[config.mk]
export PLATFORM = sky130hd
export DESIGN_NAME = i2c_master_arbiter
export DESIGN_NICKNAME = d
export VERILOG_FILES = /design/src/rtl/i2c_master_arbiter_pkg.sv /design/src/rtl/i2c_master_arbiter_rr.sv /design/src/rtl/i2c_master_arbiter.sv
export SDC_FILE = /design/constraint.sdc
export NUM_CORES = 1
export LEC_CHECK = 0
export CAP_MARGIN = 20
export CORE_UTILIZATION = 30
export CTS_CLUSTER_DIAMETER = 30
export DETAILED_ROUTE_END_ITERATION = 8
export PLACE_DENSITY_LB_ADDON = 0.1
export SLEW_MARGIN = 0
export SYNTH_ARGS = -nofsm -noshare
export SYNTH_HDL_FRONTEND = slang
export SYNTH_SLANG_ARGS = --single-unit
[constraint.sdc]
create_clock -name clk -period 4.5 [get_ports clk]
set_input_delay 0.9 -clock clk [delete_from_list [all_inputs] [get_ports clk]]
set_output_delay 0.9 -clock clk [all_outputs]
set_load 0.005 [all_outputs]
[src/rtl/i2c_master_arbiter_pkg.sv]
// i2c_master_arbiter_pkg: shared state encoding and helpers for the i2c master arbiter
package i2c_master_arbiter_pkg;

    typedef enum logic [2:0] {
        IDLE       = 3'd0,
        ARB        = 3'd1,
        LAUNCH     = 3'd2,
        WAIT_START = 3'd3,
        WAIT_DONE  = 3'd4,
        DONE       = 3'd5
    } state_t;

    function automatic int max2(input int a, input int b);
        return (a > b) ? a : b;
    endfunction

endpackage

[src/rtl/i2c_master_arbiter_rr.sv]
// rr_arbiter: combinational round-robin pick of the first active request at or after ptr
//   req     in  N   request vector
//   ptr     in  IW  highest-priority index
//   gnt     out N   one-hot winner (0 when no request)
//   gnt_idx out IW  binary winner index
//   any     out 1   some request is active
module rr_arbiter #(
    parameter int N  = 3,
    parameter int IW = (N > 1) ? $clog2(N) : 1
) (
    input  logic [N-1:0]  req,
    input  logic [IW-1:0] ptr,
    output logic [N-1:0]  gnt,
    output logic [IW-1:0] gnt_idx,
    output logic          any
);

    // Scan offsets from farthest to nearest so the nearest active request wins.
    always_comb begin
        gnt_idx = '0;
        any     = |req;
        for (int k = N - 1; k >= 0; k--)
            if (req[(int'(ptr) + k) % N]) gnt_idx = IW'((int'(ptr) + k) % N);
        gnt = any ? (N'(1) << gnt_idx) : '0;
    end

endmodule

[src/rtl/i2c_master_arbiter.sv]
// i2c_master_arbiter: round-robin sharing of one i2c_master among N_REQ requesters
//   clk, rst            clock, synchronous active-high reset
//   req/req_cmd/req_data requester level requests, {addr,rw} commands, write bytes
//   grant/done/err       one-hot grant, one-hot completion pulse, timeout flag
//   rd_data              read byte latched at each successful completion
//   m_en/m_cmd/m_data    launch handshake towards i2c_master
//   m_busy/m_read_data   status and read byte from i2c_master
module i2c_master_arbiter
    import i2c_master_arbiter_pkg::*;
#(
    parameter int N_REQ     = 3,
    parameter int EN_CYCLES = 2,
    parameter int START_TMO = 64,
    parameter int XFER_TMO  = 4096
) (
    input  logic               clk,
    input  logic               rst,
    input  logic [N_REQ-1:0]   req,
    input  logic [8*N_REQ-1:0] req_cmd,
    input  logic [8*N_REQ-1:0] req_data,
    output logic [N_REQ-1:0]   grant,
    output logic [N_REQ-1:0]   done,
    output logic               err,
    output logic [7:0]         rd_data,
    output logic               m_en,
    output logic [7:0]         m_cmd,
    output logic [7:0]         m_data,
    input  logic               m_busy,
    input  logic [7:0]         m_read_data
);

    localparam int CW = $clog2(max2(START_TMO, XFER_TMO)) + 1;
    localparam int IW = (N_REQ > 1) ? $clog2(N_REQ) : 1;

    state_t           state, state_n;
    logic [CW-1:0]    cnt;
    logic [IW-1:0]    ptr, gnt_idx;
    logic [N_REQ-1:0] gnt_oh;
    logic             any, tmo;

    rr_arbiter #(.N(N_REQ), .IW(IW)) u_rr (
        .req     (req),
        .ptr     (ptr),
        .gnt     (gnt_oh),
        .gnt_idx (gnt_idx),
        .any     (any)
    );

    always_comb begin
        state_n = state;
        tmo     = 1'b0;
        case (state)
            IDLE:       if (|req && !m_busy) state_n = ARB;
            ARB:        state_n = any ? LAUNCH : IDLE;
            LAUNCH:     if (cnt == CW'(EN_CYCLES - 1)) state_n = WAIT_START;
            WAIT_START: begin
                if (m_busy) state_n = WAIT_DONE;
                else if (cnt == CW'(START_TMO - 1)) begin
                    state_n = DONE;
                    tmo     = 1'b1;
                end
            end
            WAIT_DONE:  begin
                if (!m_busy) state_n = DONE;
                else if (cnt == CW'(XFER_TMO - 1)) begin
                    state_n = DONE;
                    tmo     = 1'b1;
                end
            end
            DONE:       state_n = IDLE;
            default:    state_n = IDLE;
        endcase
    end

    // done/err/rd_data are registered on entry to DONE so they are valid during the DONE cycle.
    always_ff @(posedge clk) begin
        if (rst) begin
            state   <= IDLE;
            cnt     <= '0;
            ptr     <= '0;
            grant   <= '0;
            done    <= '0;
            err     <= 1'b0;
            rd_data <= '0;
            m_en    <= 1'b0;
            m_cmd   <= '0;
            m_data  <= '0;
        end else begin
            state <= state_n;
            cnt   <= (state_n != state) ? '0 : cnt + 1'b1;
            done  <= '0;
            err   <= 1'b0;
            if (state == ARB && any) begin
                grant  <= gnt_oh;
                ptr    <= (gnt_idx == IW'(N_REQ - 1)) ? '0 : gnt_idx + 1'b1;
                m_cmd  <= req_cmd[8*gnt_idx +: 8];
                m_data <= req_data[8*gnt_idx +: 8];
                m_en   <= 1'b1;
            end
            if (state == LAUNCH && state_n == WAIT_START) m_en <= 1'b0;
            if (state != DONE && state_n == DONE) begin
                done <= grant;
                err  <= tmo;
                if (!tmo) rd_data <= m_read_data;
            end
            if (state == DONE) grant <= '0;
        end
    end

endmodule

==> results.cfg <==
[setup_path]
cp_data_required_time_ns = 4.74
cp_cell_sequence = clkdlybuf4s50_1, nor3_1, or3_1, buf_4, nor4_4, o2bb2ai_1
endpoint_kind = register
critPathLaunchType = primary input
worst-r2r-setup-slack_ns = 2.00
reg2reg_from = ptr[0]
timing.rr.end = m_cmd[0]
worst_r2r_path_depth = 6
cp_slowest_stage_delay_ns = 0.84
critPathMaxFanout = 24
worst-setup-path-type = in -> reg
cp_slowest_cell = nor4_4
critical_path_buf_inv_count = 2
crit_family = simple AND/OR/NAND/NOR gates
crit_arrival_ns = 3.14

[placement]
count_of_port_buffers_added_during_placement = 93
gp_congestion = 0.726
pre_cts_ws_ns = 1.26
detailed_place_hpwl_um = 4310

[cts]
cts_made_buffers = 5
cts_resized = 0
cts-root-to-sink-buffers = 2
cts-hold-fix-buffers = 0
clock_edge_transition_at_the_registers_on_the_reported_setup_and_hold_paths_ns = 0.09
cts_max_level = 2
worst_skew_pair.late_latency_ns = 0.31
postCtsSetupRepairBufs = 0
cts_num_sinks = 50
ctsRootBufferMaster = clkbuf_8
cts_tree = built

[pwr]
power-per-cell-area_mw_per_mm2 = 291
fin_total_pwr_mw = 1.00
vdd_ir_drop_max_uv = 157
static-leakage-power_nw = 1.15

[sta]
max_slew_margin_pct = 37.3
hold_viol = 0
grt_setup_unrepaired = false
clock_skew_ns = 0.00659
fmax_ghz = 0.345
report.final.slew_viol_count = 0
finalCritPeriodShare_pct = 64.4
worst_slack_ns = 1.60
setup_viol_count_final = 0
worst_pin_slew_ns = 0.934
period_needed_ns = 2.90
fin_setup_tns_ns = 0

[detailed_routing]
first_pass_iters = 4
post_drt_wl_per_cell_um = 14.1
ant_nets = 0
detail_route.wirelength_um = 6150
detail_route.drc_violations = 0
initialDrtViolationCount = 88
vias_after_detailed_routing = 2125
via_per_inst = 4.87

[cells_and_area]
antenna_diode_count = 0
areaGrowthSynthToFinish_pct = 49.4
register_area_mm2 = 0.00100
fill_cells = 708
combined_area_of_the_multi_input_logic_cells_mm2 = 0.00121
drive_above_1_share_pct = 7.72
nNetsFinal = 402

[min_path]
worst_hold_startpoint = grant[2]
hold_end = grant[2]
hold_depth = 2
hp-class = reg -> reg

[floorplanning]
width_of_the_die_um = 89.7
num_io_pins = 94
initial_core_util_pct = 31.5
placementRows = 31
dieHeight_um = 89.7
die_area_mm2 = 0.00804
core_area_mm2 = 0.00733

[yosys]
post_synthesis_adder_cell_area_fraction_pct = 2.66
yosys_register_bits = 50
synth_area_mm2 = 0.00231
synth_top_family_by_area = compound AO/OA/AOI/OAI gates
synth-seq-area-share_pct = 43.4
ys.warnings.count = 0
synth_xor_area_share_pct = 4.18
synth_simple_gate_area_share_pct = 19.5
synth.avg_cell_area_um2 = 9.41
synthMuxAreaShare_pct = 3.47
ys_types = 43
post_synthesis_compound_gate_area_fraction_pct = 22.3
post_synth_inst_count = 245
syn_nets = 311

[grt]
grt_start_max_net_pins = 25
grt_usage_pct = 15.6
initial_antenna_violation_count = 0
overflow = 0
grt_pass1_wl_um = 9630
number_of_global_route_vias_before_repair = 1981

[flow_run]
max_cap_viol_count = 0

[outcome]
outcome = completed
[registers in the layout, indices dropped and copies added, names as in the netlist]
register,flops
err,1
m_cmd,8
ptr,2
state,3
grant,3
done,3
cnt,13
m_data,8
rd_data,8
m_en,1
[layout by cell type (no fill, tap or decap), types with 5 or more instances in the layout]
| cell type | n |
|---|---|
| nor2_1 | 27 |
| a21oi_1 | 9 |
| xnor2_1 | 7 |
| nand2_1 | 16 |
| dfxtp_1 | 50 |
| nor3_1 | 6 |
| mux2i_1 | 8 |
| o2bb2ai_1 | 16 |
| a221oi_1 | 16 |
| clkbuf_8 | 5 |
| clkdlybuf4s50_1 | 93 |
| inv_1 | 9 |
| o21ai_0 | 19 |
| nand3_1 | 5 |
[cell families (layout without fill, tap and decap cells)]
kind of cell | Yosys count | in the layout
buffers and inverters | 22 | 114
muxes | 8 | 8
and+or+nand+nor | 81 | 81
xor gates and xnor gates | 11 | 11
AOI/OAI and AO/OA | 68 | 68
adders and majority gates | 5 | 5
DFF | 50 | 50
[layer usage]
layer | global-route usage, % | share of wire [%] | vias to the layer above
li1 | - | - | 1084
met1 | 22.1 | 50 | 987
met2 | 23.4 | 44 | 50
met3 | 4.20 | 5.0 | 4
met4 | 3.61 | 0.78 | 0
met5 | 0 | 0 | -
[worst max path at each step]
stage	from	end	slack [ns]	cells past startpoint
global placement	req[0]	m_cmd[3]	1.31	6
finish	req[2]	m_cmd[0]	1.60	6
detailed placement	req[2]	m_cmd[0]	1.26	6
CTS	req[2]	m_data[2]	1.58	6
global route	req[0]	m_cmd[6]	1.46	6
floorplan	req[0]	m_cmd[0]	2.23	7
[Yosys cell counts, drive strengths merged]
library cell | number | area share, %
or2 | 2 | 0.54
o21ai | 20 | 4.3
a221oi | 16 | 6.1
nand2 | 16 | 2.6
nor2 | 27 | 4.4
inv | 9 | 1.5
and4 | 2 | 0.81
dfxtp | 50 | 43
and4bb | 1 | 0.54
o2bb2ai | 16 | 6.1
a211oi | 1 | 0.54
ha | 4 | 2.2
a21o | 1 | 0.33
or4 | 1 | 0.33
nor2b | 1 | 0.27
nand4b | 2 | 0.76
xnor2 | 7 | 2.7
maj3 | 1 | 0.49
o221a | 1 | 0.49
nand4 | 3 | 0.81
xor2 | 4 | 1.5
nor3 | 7 | 1.5
o2111ai | 1 | 0.65
a2bb2oi | 1 | 1.1
a21boi | 1 | 0.33
or4b | 1 | 0.60
nand3 | 5 | 1.1
nor4bb | 1 | 0.43
clkbuf | 8 | 1.3
buf | 5 | 1.7
a41oi | 1 | 0.38
mux2i | 8 | 3.5
and2 | 3 | 0.81
nor4 | 5 | 2.9
or3 | 4 | 1.1
a21oi | 9 | 2.0
[final cells by class]
| type | instances | share of cell area (%) |
|---|---|---|
| multi-input cells | 173 | 35.1 |
| inverters | 9 | 0.981 |
| flip-flops and latches | 50 | 29.1 |
| repair buffers | 97 | 28.0 |
| well taps | 99 | 3.60 |
| clock inverters | 3 | 1.31 |
| clock buffers | 5 | 2.00 |
[worst min-delay path, cell delays in order (launching register included)]
cell and delay, ns:
dfxtp_1 0.33, nand2_1 0.06, a21oi_1 0.06
[power by group]
part / total [mW] / internal [mW] / switching, mW / leakage (nW)
combinational: 0.196 / 0.116 / 0.0799 / 0.689
clock: 0.322 / 0.166 / 0.156 / 0.0504
sequential: 0.485 / 0.468 / 0.0172 / 0.406
total: 1.00 / 0.749 / 0.253 / 1.15
[metrics by stage]
stage | std cells | util, % | area, um^2 | hold slack [ns]
6_report | 436 | 47.0 | 3440 | 0.483
5_1_grt | 436 | 47.0 | 3440 | 0.502
4_1_cts | 435 | 46.8 | 3430 | 0.487
3_5_place_dp | 427 | 45.3 | 3320 | 0.464
3_3_place_gp | 427 | 45.3 | 3320 | 0.457
2_1_floorplan | 245 | - | 2310 | 0.433
Note: power is estimated with default switching activity, not from simulation.
